### src/rtl/seg_to_score_decoder.sv
// Snoops a scanned, multiplexed active-low 7-seg bus and rebuilds the displayed
// BCD digits once a glyph has been seen unchanged for STABLE_CYCLES samples.
module seg_to_score_decoder #(
  parameter int NUM_DIGITS    = 2,
  parameter int STABLE_CYCLES = 4
) (
  input  logic                    clk,
  input  logic                    rst_n,
  input  logic [6:0]              seg_in,
  input  logic [NUM_DIGITS-1:0]   an_in,
  input  logic                    err_clr,
  output logic [4*NUM_DIGITS-1:0] score_bcd,
  output logic [NUM_DIGITS-1:0]   digit_valid,
  output logic                    upd,
  output logic                    err
);

  localparam int IW = (NUM_DIGITS > 1) ? $clog2(NUM_DIGITS) : 1;
  localparam int CW = $clog2(STABLE_CYCLES + 1);
  localparam logic [CW-1:0] STAB = CW'(STABLE_CYCLES);

  typedef enum logic [1:0] {IDLE, SETTLE, LOCKED} state_t;

  state_t                st, st_nxt;
  logic [6:0]            seg_r, pat_q, pat_nxt;
  logic [NUM_DIGITS-1:0] an_r;
  logic [IW-1:0]         idx, idx_q, idx_nxt;
  logic [CW-1:0]         cnt_q, cnt_nxt, cnt_inc;
  logic                  legal, same, restart, cap;
  logic                  dec_ok, dec_blank, err_set;
  logic [3:0]            dec_val;
  logic [NUM_DIGITS-1:0] chg;
  int                    zc;

  // {ok, blank, value}
  function automatic logic [5:0] dec(input logic [6:0] p);
    case (p)
      7'b0000001: dec = {2'b10, 4'd0};
      7'b1001111: dec = {2'b10, 4'd1};
      7'b0010010: dec = {2'b10, 4'd2};
      7'b0000110: dec = {2'b10, 4'd3};
      7'b1001100: dec = {2'b10, 4'd4};
      7'b0100100: dec = {2'b10, 4'd5};
      7'b0100000: dec = {2'b10, 4'd6};
      7'b0001111: dec = {2'b10, 4'd7};
      7'b0000000: dec = {2'b10, 4'd8};
      7'b0001100: dec = {2'b10, 4'd9};
      7'b1111111: dec = {2'b01, 4'd0};
      default:    dec = {2'b00, 4'd0};
    endcase
  endfunction

  always_ff @(posedge clk) begin
    if (!rst_n) begin
      seg_r <= '1;
      an_r  <= '1;
      st    <= IDLE;
      pat_q <= '1;
      idx_q <= '0;
      cnt_q <= '0;
    end else begin
      seg_r <= seg_in;
      an_r  <= an_in;
      st    <= st_nxt;
      pat_q <= pat_nxt;
      idx_q <= idx_nxt;
      cnt_q <= cnt_nxt;
    end
  end

  // A sample is only meaningful when exactly one digit enable is active.
  always_comb begin
    idx = '0;
    zc  = 0;
    for (int i = 0; i < NUM_DIGITS; i++) begin
      if (!an_r[i]) begin
        zc  = zc + 1;
        idx = IW'(i);
      end
    end
    legal = (zc == 1);
  end

  assign same    = (idx == idx_q) && (seg_r == pat_q);
  assign cnt_inc = cnt_q + 1'b1;

  always_comb begin
    st_nxt  = st;
    pat_nxt = pat_q;
    idx_nxt = idx_q;
    cnt_nxt = cnt_q;
    cap     = 1'b0;
    restart = 1'b0;
    case (st)
      IDLE: restart = legal;
      SETTLE: begin
        if (!legal) begin
          st_nxt  = IDLE;
          cnt_nxt = '0;
        end else if (same) begin
          cnt_nxt = cnt_inc;
          if (cnt_inc == STAB) begin
            cap    = 1'b1;
            st_nxt = LOCKED;
          end
        end else begin
          restart = 1'b1;
        end
      end
      LOCKED: begin
        if (!legal) begin
          st_nxt  = IDLE;
          cnt_nxt = '0;
        end else if (!same) begin
          restart = 1'b1;
        end
      end
      default: st_nxt = IDLE;
    endcase
    if (restart) begin
      pat_nxt = seg_r;
      idx_nxt = idx;
      cnt_nxt = CW'(1);
      if (STAB == CW'(1)) begin
        cap    = 1'b1;
        st_nxt = LOCKED;
      end else begin
        st_nxt = SETTLE;
      end
    end
  end

  // pat_nxt/idx_nxt hold the captured glyph on both the counted and the first-sample path.
  assign {dec_ok, dec_blank, dec_val} = dec(pat_nxt);
  assign err_set = cap && !dec_ok && !dec_blank;

  for (genvar k = 0; k < NUM_DIGITS; k++) begin : g_dig
    logic hit;
    assign hit    = cap && (idx_nxt == IW'(k));
    assign chg[k] = hit && (dec_ok ? (!digit_valid[k] || score_bcd[4*k +: 4] != dec_val)
                                   : digit_valid[k]);
    always_ff @(posedge clk) begin
      if (!rst_n) begin
        score_bcd[4*k +: 4] <= '0;
        digit_valid[k]      <= 1'b0;
      end else if (hit) begin
        if (dec_ok) score_bcd[4*k +: 4] <= dec_val;
        digit_valid[k] <= dec_ok;
      end
    end
  end

  always_ff @(posedge clk) begin
    if (!rst_n) begin
      upd <= 1'b0;
      err <= 1'b0;
    end else begin
      upd <= |chg;
      err <= err_set | (err & ~err_clr);
    end
  end

endmodule

### config.mk
export PLATFORM = sky130hd
export DESIGN_NAME = seg_to_score_decoder
export DESIGN_NICKNAME = d
export VERILOG_FILES = /design/src/rtl/seg_to_score_decoder.sv
export SDC_FILE = /design/constraint.sdc
export NUM_CORES = 1
export LEC_CHECK = 0
export CAP_MARGIN = 5
export CORE_MARGIN = 3
export CORE_UTILIZATION = 40
export DETAILED_ROUTE_END_ITERATION = 6
export PLACE_DENSITY = 0.62
export SLEW_MARGIN = 25
export SYNTH_ARGS = -nofsm -noshare
export SYNTH_HDL_FRONTEND = slang
export SYNTH_SLANG_ARGS = --single-unit
### constraint.sdc
create_clock -name clk -period 2.4 [get_ports clk]
set_input_delay 0.24 -clock clk [delete_from_list [all_inputs] [get_ports clk]]
set_output_delay 0.24 -clock clk [all_outputs]
set_load 0.1 [all_outputs]
==> impl_metrics.toml <==
[outcome]
status = "finished, final reports clean"

[routing]
dr.pass1.iters = 4
drtIter0Drc = 126
dr.max_layer_used = "met4"
met2WireLength_mm = 2.52
vias = 2072
wl_met1_mm = 2.51
vias_per_cell = 5.41
dr_wl_met3_um = 297
ant_nets = 0
wl_mm = 5.46
remaining_drc_errors = 0
wl_per_cell_um = 14.2

[sta]
fin_skew_ns = 0.00558
setup_violations = 0
fin_ws_ns = 0.132
final_max_slew_viol_count = 0
maxSlewHeadroom_pct = 68.7
period_needed_ns = 2.27
fmax_mhz = 441
fin_hold_ws_ns = 0.508
min_period_over_period_pct = 94.5
worstMarginPinSlew_ns = 0.464
fin_setup_tns_ns = 0
hold_viol = 0

[synthesis]
syn_nets = 287
avgSynthCellArea_um2 = 8.25
synth_ff_type = "dfxtp_1"
syn_inst = 269
async_reset_ff_share_pct = 0
synth_edf_count = 0
yosysSeqAreaShare_pct = 30.7
ys_warn_count = 0
syn_area_um2 = 2220
ys_types = 57
synth_top_area_share_pct = 30.7
synth_area_leaders = "dfxtp_1 (31%), xor2_1 (7.1%), mux2i_1 (5.4%), nand2_1 (5.2%), ha_1 (3.4%)"
synth-seq-cells = 34
yosys.area.top_type = "dfxtp_1"

[final_layout]
diodes = 0
final_cell_area_um2 = 2930
area_delta_synth_final_pct = 31.8
register_area_um2 = 692
stdcell_count = 383
multi_input_area_um2 = 1580
mostFrequentLayoutCell = "buf_4"
postLayoutCoreUtil_pct = 55.9
fin_nets = 330
fill_cells = 472
layout_common_cells = "buf_4 (41), nand2_1 (31), dfxtp_1 (25)"
drive_gt1_share_pct = 29.7

[min_path]
hold_path.class = "in2reg"
holdPathEnd = "seg_r[2]$_SDFF_PN1_"
whs_path_depth = 2
hold_path.startpoint = "seg_in[2]"

[global_route]
grt_pass1_wl_mm = 9.45
antenna_found_initial = 0
grt_pass1_vias = 2032
grt_max_degree = 25
groute.usage.overall_pct = 18.6
overflow = 0

[clock_network]
clock_latency_ns = 0.29
cts-root-buf = "clkbuf_8"
htreeDepth = 2
clock_sinks = 34
cts_tree = "built"
cts_buffers = 5
clkTransAtPathRegs_ns = 0.07
holdBufCountCts = 0
clock_path_buffers = 2

[setup_path]
cp.required_ns = 2.56
rr_endpoint = "upd$_SDFF_PN0_"
r2r_slack_ns = 0.13
critPathKind = "reg2reg"
rr_worst_depth = 7
crit_path_start_kind = "register"
r2r-start = "seg_r[4]$_SDFF_PN1_"
arrival_ns = 2.43
critPathMaxFanout = 9
endpoint_kind = "register"

[power]
internal_power_mw = 1.03
ir_drop_uv = 360
pwr-share-seq_pct = 42.0
clkPwrFrac_pct = 29.9
power.density_nw_per_um2 = 502
power.switching_mw = 0.444
p_sw_share_pct = 30.2
leakagePower_nw = 1.18
finalPower_mw = 1.47
share_comb_of_total_power_pct = 28.1

[floorplanning]
core_area_um2 = 5240
dieHeight_um = 80.5
io_pins = 24
die_x_um = 80.5
rows = 26
die-area_um2 = 6480
start_util_pct = 42.4

[placed_design]
placed_area_um2 = 2620
gp_congestion = 0.806
preCtsSetupSlack_ns = -0.00152
io_buffers = 23
dp_hpwl_mm = 4.00
placed_cells = 370

[job]
drv_cap = 0
## power by group through the flow
stage	clock (mW)	combinational [mW]	sequential (mW)
finish	0.439	0.414	0.617
detailed placement	0	0.348	0.625
floorplan	0	0.249	0.614
CTS	0.455	0.370	0.612
global placement	0	0.346	0.624
global route	0.480	0.456	0.622
## per-layer routing
metal  GRT usage (%)  up-vias
met1            24.6      960
met3            3.59       12
li1                -     1045
met5               0        -
met2            29.3       55
met4            7.94        0
## worst max-delay path: stages (launching register included)
cell       delay [ns]
dfxtp_2          0.39
or3_4            0.42
or4_4            0.52
a22oi_2          0.22
buf_6            0.15
o2111ai_2        0.10
nor4_2           0.23
o22ai_1          0.12
## logic make-up after synthesis
kind of cell             after synthesis  share of synthesized area [%]
XOR/XNOR                              22                           8.68
buffers and inverters                 26                           5.24
AO/OA/AOI/OAI                         56                           17.3
flip-flops                            34                           30.7
AND/OR/NAND/NOR                      110                           27.5
multiplexers                          15                           7.27
adder cells (fa/ha/maj)                6                           3.38
## worst max-delay path by stage
stage	end	startpoint	slack, ns	cells after the start
2_1_floorplan	upd$_SDFF_PN0_	pat_q[2]$_SDFF_PN1_	0.10	10
3_3_place_gp	upd$_SDFF_PN0_	an_r[1]$_SDFF_PN1_	-0.05	8
3_5_place_dp	upd$_SDFF_PN0_	st[0]$_SDFFE_PN0P_	-0.002	9
4_1_cts	score_bcd[4]$_SDFFE_PN0P_	st[0]$_SDFFE_PN0P_	0.03	10
5_1_grt	upd$_SDFF_PN0_	seg_r[0]$_SDFF_PN1_	-0.07	8
6_report	upd$_SDFF_PN0_	seg_r[4]$_SDFF_PN1_	0.13	7
## area by class of cell
class | count | share of cell area, %
multi-input combinational | 209 | 53.9
sequential | 34 | 23.7
inverter | 7 | 0.898
tap | 70 | 2.99
clock buffer | 7 | 2.95
timing repair buffer | 55 | 15.4
clock inverter | 1 | 0.171
## flip-flops by register name, indices dropped and copies added, names as in the netlist
signal       count
upd              1
st               2
digit_valid      2
seg_r            7
score_bcd        8
pat_q            7
err              1
an_r             2
idx_q            1
cnt_q            3
## synthesized netlist by cell type, drive strengths merged, types with 2 or more instances
| master | instances |
|---|---|
| dfxtp | 34 |
| nand2 | 31 |
| xor2 | 18 |
| mux2i | 15 |
| nor2 | 14 |
| buf | 11 |
| o21ai | 11 |
| a21oi | 10 |
| nand2b | 9 |
| nand3 | 9 |
| clkbuf | 8 |
| inv | 7 |
| nor2b | 7 |
| nor4 | 7 |
| a21boi | 6 |
| ha | 6 |
| and3 | 5 |
| nor3 | 5 |
| and2 | 4 |
| o22ai | 4 |
| xnor2 | 4 |
| nand4 | 3 |
| o2111ai | 3 |
| o31ai | 3 |
| or3 | 3 |
| or4 | 3 |
| a211oi | 2 |
| a21o | 2 |
| a31oi | 2 |
| and3b | 2 |
| nand3b | 2 |
| nor3b | 2 |
| nor4b | 2 |
## repair_timing
action,4_1_cts,5_1_grt
pin swaps,1,8
buffers inserted,3,2
resized for setup,3,38
endpoints found under the setup margin,2,12
Power figures use the tool's default switching activity.
